**config.mk**
```make
export PLATFORM = sky130hd
export DESIGN_NAME = unidade_controle
export DESIGN_NICKNAME = d
export VERILOG_FILES = /design/src/rtl/ctrl_pkg.sv /design/src/rtl/ula_8bits.sv /design/src/rtl/unidade_controle.sv
export SDC_FILE = /design/constraint.sdc
export NUM_CORES = 1
export LEC_CHECK = 0
export CAP_MARGIN = 20
export CORE_ASPECT_RATIO = 0.8
export CORE_UTILIZATION = 40
export DETAILED_ROUTE_END_ITERATION = 12
export HOLD_SLACK_MARGIN = 0.12
export PLACE_DENSITY = 0.7
export SLEW_MARGIN = 25
export SYNTH_ARGS = -nofsm -noshare
export SYNTH_HDL_FRONTEND = slang
export SYNTH_SLANG_ARGS = --single-unit
```
**constraint.sdc**
```tcl
create_clock -name clk -period 3.91 [get_ports clk]
set_input_delay 0.5865 -clock clk [delete_from_list [all_inputs] [get_ports clk]]
set_output_delay 0.5865 -clock clk [all_outputs]
set_load 0.01 [all_outputs]
```
**src/rtl/ctrl_pkg.sv**
```systemverilog
// ctrl_pkg: constants shared by the multi-cycle controller and its ALU.
// Opcodes, FSM state encoding and register-bank destination codes.
package ctrl_pkg;

    localparam logic [3:0] OP_NOP = 4'h0;
    localparam logic [3:0] OP_LDI = 4'h1;
    localparam logic [3:0] OP_MOV = 4'h2;
    localparam logic [3:0] OP_ADD = 4'h3;
    localparam logic [3:0] OP_SUB = 4'h4;
    localparam logic [3:0] OP_AND = 4'h5;
    localparam logic [3:0] OP_OR  = 4'h6;
    localparam logic [3:0] OP_XOR = 4'h7;
    localparam logic [3:0] OP_JMP = 4'h8;
    localparam logic [3:0] OP_JZ  = 4'h9;
    localparam logic [3:0] OP_HLT = 4'hF;

    localparam logic [1:0] REG_A = 2'b00;
    localparam logic [1:0] REG_B = 2'b01;

    typedef enum logic [2:0] {
        S_FETCH     = 3'd0,
        S_DECODE    = 3'd1,
        S_FETCH_IMM = 3'd2,
        S_IMM       = 3'd3,
        S_EXEC      = 3'd4,
        S_WB        = 3'd5,
        S_HALT      = 3'd6
    } state_t;

    // Instructions carrying a second (immediate) byte
    function automatic logic hasImm(input logic [3:0] op);
        return (op == OP_LDI) || (op == OP_JMP) || (op == OP_JZ);
    endfunction

endpackage

```
**src/rtl/ula_8bits.sv**
```systemverilog
// ula_8bits: combinational 8-bit ALU for the controller.
// Produces result, zero flag and carry/borrow flag.
module ula_8bits
    import ctrl_pkg::*;
(
    input  logic [7:0] a,
    input  logic [7:0] b,
    input  logic [3:0] op,
    output logic [7:0] result,
    output logic       z,
    output logic       c
);

    logic [8:0] wide;

    // 9-bit datapath: ADD carry and SUB borrow both land in bit 8
    always_comb begin
        wide = 9'd0;
        unique case (op)
            OP_ADD:  wide = {1'b0, a} + {1'b0, b};
            OP_SUB:  wide = {1'b0, a} - {1'b0, b};
            OP_AND:  wide = {1'b0, a & b};
            OP_OR:   wide = {1'b0, a | b};
            OP_XOR:  wide = {1'b0, a ^ b};
            default: wide = 9'd0;
        endcase
    end

    assign result = wide[7:0];
    assign c      = wide[8];
    assign z      = (wide[7:0] == 8'd0);

endmodule

```
**src/rtl/unidade_controle.sv**
```systemverilog
// unidade_controle: multi-cycle fetch/decode/execute controller.
// Owns PC, IR, immediate and Z/C flags; drives the A/B register bank.
module unidade_controle
    import ctrl_pkg::*;
#(
    parameter int              PC_W     = 8,
    parameter logic [PC_W-1:0] RESET_PC = '0
)(
    input  logic            clk,
    input  logic            reset,
    input  logic            run,
    output logic [PC_W-1:0] mem_addr,
    input  logic [7:0]      mem_data,
    input  logic [7:0]      regA_in,
    input  logic [7:0]      regB_in,
    output logic            rf_write,
    output logic [1:0]      rf_dest,
    output logic [7:0]      rf_wrData,
    output logic            flag_z,
    output logic            flag_c,
    output logic            halted
);

    localparam logic [PC_W-1:0] PC_ONE = {{(PC_W-1){1'b0}}, 1'b1};

    state_t          state;
    state_t          stateNext;
    logic [PC_W-1:0] pc;
    logic [7:0]      ir;
    logic [7:0]      imm;

    logic [3:0]      opcode;
    logic [1:0]      rd;
    logic [7:0]      aluRes;
    logic            aluZ;
    logic            aluC;
    logic [7:0]      execData;
    logic            writesReg;
    logic            isAluOp;
    logic            unusedIrBits;

    assign opcode       = ir[7:4];
    assign rd           = ir[3:2];
    // Operand bits [1:0] carry no meaning in this ISA
    assign unusedIrBits = ^ir[1:0];

    assign isAluOp   = (opcode >= OP_ADD) && (opcode <= OP_XOR);
    assign writesReg = (opcode >= OP_LDI) && (opcode <= OP_XOR) && !rd[1];

    assign mem_addr = pc;
    assign halted   = (state == S_HALT);

    ula_8bits u_ula (
        .a      (regA_in),
        .b      (regB_in),
        .op     (opcode),
        .result (aluRes),
        .z      (aluZ),
        .c      (aluC)
    );

    // Select the value written back: immediate, other register or ALU
    always_comb begin
        execData = aluRes;
        if (opcode == OP_LDI) begin
            execData = imm;
        end else if (opcode == OP_MOV) begin
            execData = (rd == REG_A) ? regB_in : regA_in;
        end
    end

    // State register
    always_ff @(posedge clk or negedge reset) begin
        if (!reset) begin
            state <= S_FETCH;
        end else begin
            state <= stateNext;
        end
    end

    // Next-state sequencing through fetch, decode, execute, write-back
    always_comb begin
        stateNext = state;
        unique case (state)
            S_FETCH:     if (run) stateNext = S_DECODE;
            S_DECODE:    stateNext = hasImm(mem_data[7:4]) ? S_FETCH_IMM : S_EXEC;
            S_FETCH_IMM: stateNext = S_IMM;
            S_IMM:       stateNext = S_EXEC;
            S_EXEC:      stateNext = (opcode == OP_HLT) ? S_HALT : S_WB;
            S_WB:        stateNext = S_FETCH;
            S_HALT:      stateNext = S_HALT;
            default:     stateNext = S_FETCH;
        endcase
    end

    // PC, instruction/immediate capture, flags and bank write port
    always_ff @(posedge clk or negedge reset) begin
        if (!reset) begin
            pc        <= RESET_PC;
            ir        <= 8'd0;
            imm       <= 8'd0;
            rf_write  <= 1'b0;
            rf_dest   <= REG_A;
            rf_wrData <= 8'd0;
            flag_z    <= 1'b0;
            flag_c    <= 1'b0;
        end else begin
            unique case (state)
                S_DECODE: begin
                    ir <= mem_data;
                    pc <= pc + PC_ONE;
                end
                S_IMM: begin
                    imm <= mem_data;
                    pc  <= pc + PC_ONE;
                end
                S_EXEC: begin
                    rf_wrData <= execData;
                    rf_dest   <= rd;
                    rf_write  <= writesReg;
                    if (isAluOp) begin
                        flag_z <= aluZ;
                        flag_c <= aluC;
                    end
                    if (opcode == OP_JMP) begin
                        pc <= PC_W'(imm);
                    end else if (opcode == OP_JZ && flag_z) begin
                        pc <= PC_W'(imm);
                    end
                end
                S_WB: begin
                    rf_write <= 1'b0;
                end
                default: begin
                end
            endcase
        end
    end

endmodule

```
==> results of run 1 <==
flip-flops by register name, summed over array words and instances (netlist names):
signal and count:
flag_c 1, flag_z 1, imm 8, ir 6
mem_addr 8, rf_dest 2, rf_wrData 8, rf_write 1
state 3
power groups by stage:
stage	registers (mW)	clock network (mW)	logic [mW]
after global placement	0.768	0	1.51
final	0.764	0.280	1.56
after global routing	0.797	0.301	1.73
after CTS	0.764	0.283	1.55
after floorplan	0.748	0	1.05
after detailed placement	0.771	0	1.54
final timing paths:
path | to | slack, ns | startpoint | depth (start not counted)
setup / recovery | rf_wrData[6] | 0.51 | regB_in[0] | 12
hold / removal | rf_wrData[1] | 0.39 | reset | 1
setup reg to reg | rf_wrData[6] | 0.61 | ir[7] | 11
hold reg to reg | rf_wrData[1] | 0.48 | rf_wrData[1] | 2
max in group asynchronous | imm[5] | 2.97 | reset | 1
min in group clk | rf_wrData[1] | 0.48 | rf_wrData[1] | 2
kinds of logic after synthesis:
logic type | synth area share, %
compound gates | 20.7
mux | 8.93
buf+inv | 4.87
simple gates | 17.5
fa+ha+maj | 11.9
flops | 32.8
xor+xnor | 3.32
cells in the final DEF, fill, tap and decap left out, types with 6 or more instances in the layout:
master           count
nand2_1             38
o21ai_0             29
o22ai_1              7
a31oi_1              8
dfrtp_1             38
xnor2_1              9
inv_1               20
buf_4                6
mux2_2              15
mux2i_1              9
nor3_1               6
nor2_1              27
a21oi_1             22
clkbuf_8             6
clkdlybuf4s50_1     47
ha_1                26
per-stage QoR:
step / setup slack, ns / utilization [%]
5_1_grt: 0.212 / 51.1
4_1_cts: 0.531 / 51.1
3_5_place_dp: 0.237 / 49.8
6_report: 0.512 / 51.1
2_1_floorplan: 0.984 / -
3_3_place_gp: 0.357 / 49.8
area by class of cell:
type,count,area share [%]
Clock buffer,7,2.43
Tap cell,87,3.06
Sequential cell,38,26.7
Timing Repair Buffer,54,14.6
Clock inverter,1,0.141
Inverter,20,2.11
Multi-Input combinational cell,263,50.9
worst max-delay path: cells and delay by family:
| kind | cells | cell delay [ns] |
|---|---|---|
| AO/OA/AOI/OAI | 5 | 1.02 |
| XOR/XNOR | 1 | 0.15 |
| adder cells (fa/ha/maj) | 2 | 0.78 |
| buffers and inverters | 2 | 0.67 |
| multiplexers | 2 | 0.38 |
routing by layer:
metal  up-vias  routed length [um]  track usage (%)
li1       1297                   -                -
met1      1251                3550             29.4
met2        86                3390             34.0
met3         9                 480             3.74
met4         0                  68             5.00
met5         -                   0                0
==> key figures, run 1 <==
Floorplan
  – Rows: 27
  – Chip Width: around 97 um
  – DIE AREA: ~7600 um^2
  – Core area: between 6000 and 7000 um^2
  – IO Pins: 49
  – Die H: 78.2 um
  – Initial Util: between 40% and 50%

Critical path
  – Worst path required time: between 4 and 5 ns
  – Crit path DAT: about 3.6 ns
  – Crit-path cells: clkdlybuf4s50_1, inv_1, ha_1, mux2i_1, fa_1, a211oi_1, o21bai_1, a21oi_1, xnor2_1, a21oi_1, mux2_2, o31ai_1
  – Most frequent CP cell: a21oi_1
  – CP Class: in2reg
  – Element type at the critical path end: register
  – Slowest stage delay, CP: about 0.56 ns
  – Critical path fanouts, max: 5
  – Slowest CP cell: clkdlybuf4s50_1
  – CP startpoint kind: primary input

Final layout
  – Fill cells: roughly 660
  – Antenna Diode Count: 0
  – Storage cell area: ~950 um^2
  – Final nets: between 400 and 500
  – Layout cells sized above 1: under 10%
  – Multi-input gate area: between 1500 and 2000 um^2
  – Final Instance Count excl. Fillers: between 400 and 500
  – Final Cell Area: between 3000 and 4000 um^2
  – Layout overhead on the synthesized area: 22.6%

STA
  – Final TNS setup: 0 ns
  – RSZ-0062 raised after global routing: no
  – # setup viols final: 0
  – Hold Vio Cnt, Final: 0
  – Min Hold Slack: a little under 0.4 ns
  – Max Clock Freq: roughly 300 MHz
  – Slew Viols, Final: 0
  – Slew Limit Headroom: 35.5%
  – Tcrit/Tclk final: 86.9%
  – Setup Skew: approximately 0.0084 ns
  – Tmin final: about 3.4 ns
  – Worst-Margin Slew: between 0.9 and 1 ns

Clocking
  – Clk buf depth: 2
  – Clock transition at the registers of the reported paths: roughly 0.08 ns
  – CTS Hold Bufs: 0
  – H-tree level count: 2
  – Worst-Skew Late Latency: between 0.2 and 0.3 ns
  – Setup Buffers After CTS: 0
  – Clk sink count: 38
  – CTS tree: yes
  – Gates resized, CTS repair: 0
  – Root Driver: clkbuf_8
  – Total CTS buffers: 5

Global routing
  – Initial antenna violation count: 0
  – Pin count of the biggest net entering global routing: 39
  – Total GRT Usage: about a fifth
  – First-pass GRT wire length: ~13000 um
  – GR Overflow Total: 0
  – Vias in the first global route: roughly 2600

Synthesis
  – Post-Synthesis Cells: between 300 and 400
  – Net Count, Synth: between 300 and 400
  – Synth area leader: dfrtp_1
  – Leading post-synthesis cells by cell area: dfrtp_1 (33%), ha_1 (11%), mux2_2 (5.8%), o21ai_0 (5.0%), nand2_1 (4.9%)
  – Number of synthesis warnings: 0
  – Post-synthesis cell area: a little under 3000 um^2
  – Post-synthesis sequential area ratio: about a third
  – Synth unique cells: around 50
  – Yosys reg bits: 38
  – Synth Area per Inst: between 8 and 9 um^2
  – Most frequent cells after synthesis: dfrtp_1 (38), nand2_1 (38), o21ai_0 (29)
  – Top-area cell type share of the netlist area: about a third
  – Ys flop type: dfrtp_1
  – Post-synth EDFFs: 0
  – Async S/R FF share, synth: 100%

Detailed routing
  – Drt pass-1 iters: 4
  – Initial drt markers: approximately 160
  – Via/cell ratio: 5.62
  – Avg WL per Cell: about 16 um
  – Final ANT Viol Nets: 0
  – Routed via count: approximately 2600
  – Final WL: approximately 7500 um
  – DRC Markers: 0

Power
  – Sequential power share: 29.3%
  – Total power: around 2.6 mW
  – Switching Fraction: 45.1%
  – Clk pwr share: between 10% and 20%
  – Comb power frac: around three fifths
  – Sw Pwr: approximately 1.2 mW
  – PD cells: between 700 and 800 nW/um^2
  – Peak supply drop: between 0.2 and 0.3 mV
  – LEAKAGE: between 1.5 and 2 nW
  – P_int: between 1 and 1.5 mW

Placement
  – Placed cell count: between 400 and 500
  – DP HPWL: just under 6000 um
  – Dpl cell area: around 3500 um^2
  – Port Buffers: 48
  – Global placer's final weighted congestion: between 0.8 and 0.9

Flow run
  – Max capacitance violation total: 0

Worst hold path
  – Worst hold path class: in2async

Status
  – Status: finished, final reports clean
Note: power is estimated with default switching activity, not from simulation.
==> inputs of run 2 (changes only) <==
--- a/config.mk
+++ b/config.mk
@@ -5,7 +5,7 @@
 export SDC_FILE = /design/constraint.sdc
 export NUM_CORES = 1
 export LEC_CHECK = 0
-export CAP_MARGIN = 20
+export CAP_MARGIN = 10
 export CORE_ASPECT_RATIO = 0.8
 export CORE_UTILIZATION = 40
 export DETAILED_ROUTE_END_ITERATION = 12
==> constraint.sdc (replaced) <==
create_clock -name clk -period 4.3 [get_ports clk]
set_input_delay 0.645 -clock clk [delete_from_list [all_inputs] [get_ports clk]]
set_output_delay 0.645 -clock clk [all_outputs]
set_load 0.01 [all_outputs]
==> run 2 against run 1 <==
  * Final cell count is 0.64% lower
  * First-iteration DRC count is 25% higher
  * Clock-buffer cell count fell by 1
  * Sequential power down 6.0%
  * Hold slack improved by 0.069 ns
  * Flip-flop and latch count did not move
  * Critical path depth fell by 1
  * Die area is the same
  * Clock power increased by 35%
  * Highest routed layer unchanged
  * Final area grew 0.95%
==> key figures, run 2 (synthesis gave the netlist of run 1 again) <==
Clocking
  – Clock transition at the registers of the reported paths: 0.08 ns (about the same)
  – Clk sink count: 38 (unchanged)
  – Root Driver: clkbuf_8
  – Worst-Skew Late Latency: 0.29 ns (about the same)
  – Gates resized, CTS repair: 0 (unchanged)
  – Setup Buffers After CTS: 0 (unchanged)
  – CTS Hold Bufs: 0 (unchanged)
  – H-tree level count: 2 (unchanged)
  – Clk buf depth: 2 (unchanged)
  – Total CTS buffers: 5 (unchanged)
  – CTS tree: yes

Final layout
  – Final nets: 433 (-0.69%)
  – Most common cell after layout, fill and taps aside: clkdlybuf4s50_1
  – Antenna Diode Count: 0 (unchanged)
  – Most frequent cells in the layout: clkdlybuf4s50_1 (47), nand2_1 (38), dfrtp_1 (38)
  – Final Cell Area: 3590 um^2 (+0.95%)
  – Layout cells sized above 1: 9.21% (+0.072 points)
  – Layout overhead on the synthesized area: 23.7%
  – Final Instance Count excl. Fillers: 467 (-0.64%)
  – Fill cells: 665 (+0.45%)

Detailed routing
  – Final WL: 7540 um (+0.75%)
  – DRC Markers: 0 (unchanged)
  – Initial drt markers: 196 (+25%)
  – Final ANT Viol Nets: 0 (unchanged)
  – Via/cell ratio: 5.85 (+4.1%)
  – Drt pass-1 iters: 5 (+1)
  – Routed via count: 2733 (+3.4%)
  – Avg WL per Cell: 16.1 um (+1.4%)

Critical path
  – Crit path DAT: 3.69 ns (+0.09 ns)
  – CP startpoint kind: register
  – CP Class: reg2reg
  – Most frequent CP cell: a21oi_1
  – Slowest stage delay, CP: 0.55 ns (about the same)
  – Largest delay share family, worst path: compound AO/OA/AOI/OAI gates
  – Slowest CP cell: dfrtp_1
  – Worst path required time: 4.50 ns (+0.39 ns)
  – Crit-path cells: nand2b_1, nor3_2, mux2i_1, fa_1, a211oi_1, o21bai_1, a21oi_1, xnor2_1, a21oi_1, mux2_2, o31ai_1
  – Element type at the critical path end: register
  – Critical path fanouts, max: 15 (+10)
  – Crit path buffers/inverters: 0 (-2)

Status
  – Status: finished, final reports clean

Worst hold path
  – Worst hold path class: in2async

Global routing
  – Total GRT Usage: 20.9% (-0.17 points)
  – Vias in the first global route: 2542 (-2.6%)
  – GR Overflow Total: 0 (unchanged)
  – Initial antenna violation count: 0 (unchanged)
  – First-pass GRT wire length: 12800 um (+0.27%)
  – Pin count of the biggest net entering global routing: 39 (unchanged)

Floorplan
  – DIE AREA: 7600 um^2 (unchanged)
  – Chip Width: 97.2 um (unchanged)
  – Initial Util: 41.7% (unchanged)
  – Die H: 78.2 um (unchanged)
  – IO Pins: 49 (unchanged)
  – Rows: 27 (unchanged)
  – Core area: 6960 um^2 (unchanged)

Power
  – P_int: 1.40 mW (-2.0%)
  – Total power: 2.48 mW (-4.8%)
  – Clk pwr share: 15.2% (+4.4 points)
  – PD cells: 691 nW/um^2 (-5.7%)
  – LEAKAGE: 1.52 nW (+0.52%)
  – Sw Pwr: 1.08 mW (-8.1%)
  – Switching Fraction: 43.5% (-1.6 points)
  – Comb power frac: 55.8% (-4.1 points)
  – Peak supply drop: 0.244 mV (-13%)
  – Sequential power share: 28.9% (-0.4 points)

Placement
  – Port Buffers: 48 (unchanged)
  – Dpl cell area: 3440 um^2 (-0.65%)
  – Global placer's final weighted congestion: 0.861 (+1.5%)
  – DP HPWL: 5830 um (-0.91%)
  – Placed cell count: 459 (-0.65%)

STA
  – Max Clock Freq: 286 MHz
  – # setup viols final: 0 (unchanged)
  – Tmin final: about 3.5 ns
  – Setup Skew: 0.00407 ns (-0.00434 ns)
  – Hold Vio Cnt, Final: 0 (unchanged)
  – Slew Viols, Final: 0 (unchanged)
  – RSZ-0062 raised after global routing: no
  – Tcrit/Tclk final: 81.2%
  – Final TNS setup: 0 ns (unchanged)
  – Min Hold Slack: 0.459 ns (+0.0691 ns)
  – Worst-Margin Slew: 0.931 ns (-0.0352 ns)
  – Slew Limit Headroom: 37.8% (+2.3 points)

Flow run
  – Max capacitance violation total: 0 (unchanged)
[run 2: changes by cell type in the layout (fill, tap and decap cells not counted)]
cell       before  now
buf_4           6    3
bufinv_16       0    2
nor2_1         27   25
nor2_2          0    2
clkbuf_1        1    0
clkinv_2        1    0
[run 2: power by group through the flow]
stage,Clock [mW],Combinational [mW],Sequential [mW]
2_1_floorplan,0,0.950,0.680
3_3_place_gp,0,1.34,0.715
4_1_cts,0.383,1.37,0.714
3_5_place_dp,0,1.36,0.720
5_1_grt,0.401,1.52,0.744
6_report,0.378,1.39,0.718
[run 2: layout make-up]
cell class	instances	area (um^2)	area share, %
Clock buffer	6	82.6	2.30
Clock inverter	2	60.1	1.67
Inverter	20	75.1	2.09
Multi-Input combinational cell	263	1810	50.5
Sequential cell	38	951	26.5
Tap cell	87	109	3.03
Timing Repair Buffer	51	498	13.9
[run 2: stage by stage]
stage                     util (%)  setup slack (ns)
final                         51.6             0.809
after global routing          51.6             0.548
after CTS                     51.5             0.843
after detailed placement      49.5             0.595
after global placement        49.5             0.651
after floorplan                  -              1.37
[run 2: per-layer routing]
layer  vias up  routed length [um]  share of wire [%]  track usage, %
li1       1301                   -                  -               -
met1      1325                3570                 47            29.5
met2        97                3400                 45            33.6
met3        10                 517                6.9            4.19
met4         0                  60               0.80            3.53
met5         -                   0                  0               0
[run 2: worst paths after layout]
path	from	end	slack, ns	cells after the start
hold reg to reg	rf_dest[0]	rf_dest[0]	0.48	2
hold / removal	reset	mem_addr[4]	0.46	1
setup / recovery	ir[7]	rf_wrData[6]	0.81	11
setup reg to reg	ir[7]	rf_wrData[6]	0.81	11
min in group clk	rf_dest[0]	rf_dest[0]	0.48	2
max in group asynchronous	reset	imm[0]	3.31	1
[run 2: worst reg2reg max path, delay by kind of cell (launching register included)]
family | cells | cell delay [ns]
adder cells (fa/ha/maj) | 1 | 0.46
AND/OR/NAND/NOR | 2 | 0.77
flip-flops | 1 | 0.55
multiplexers | 2 | 0.47
AO/OA/AOI/OAI | 5 | 0.99
XOR/XNOR | 1 | 0.15
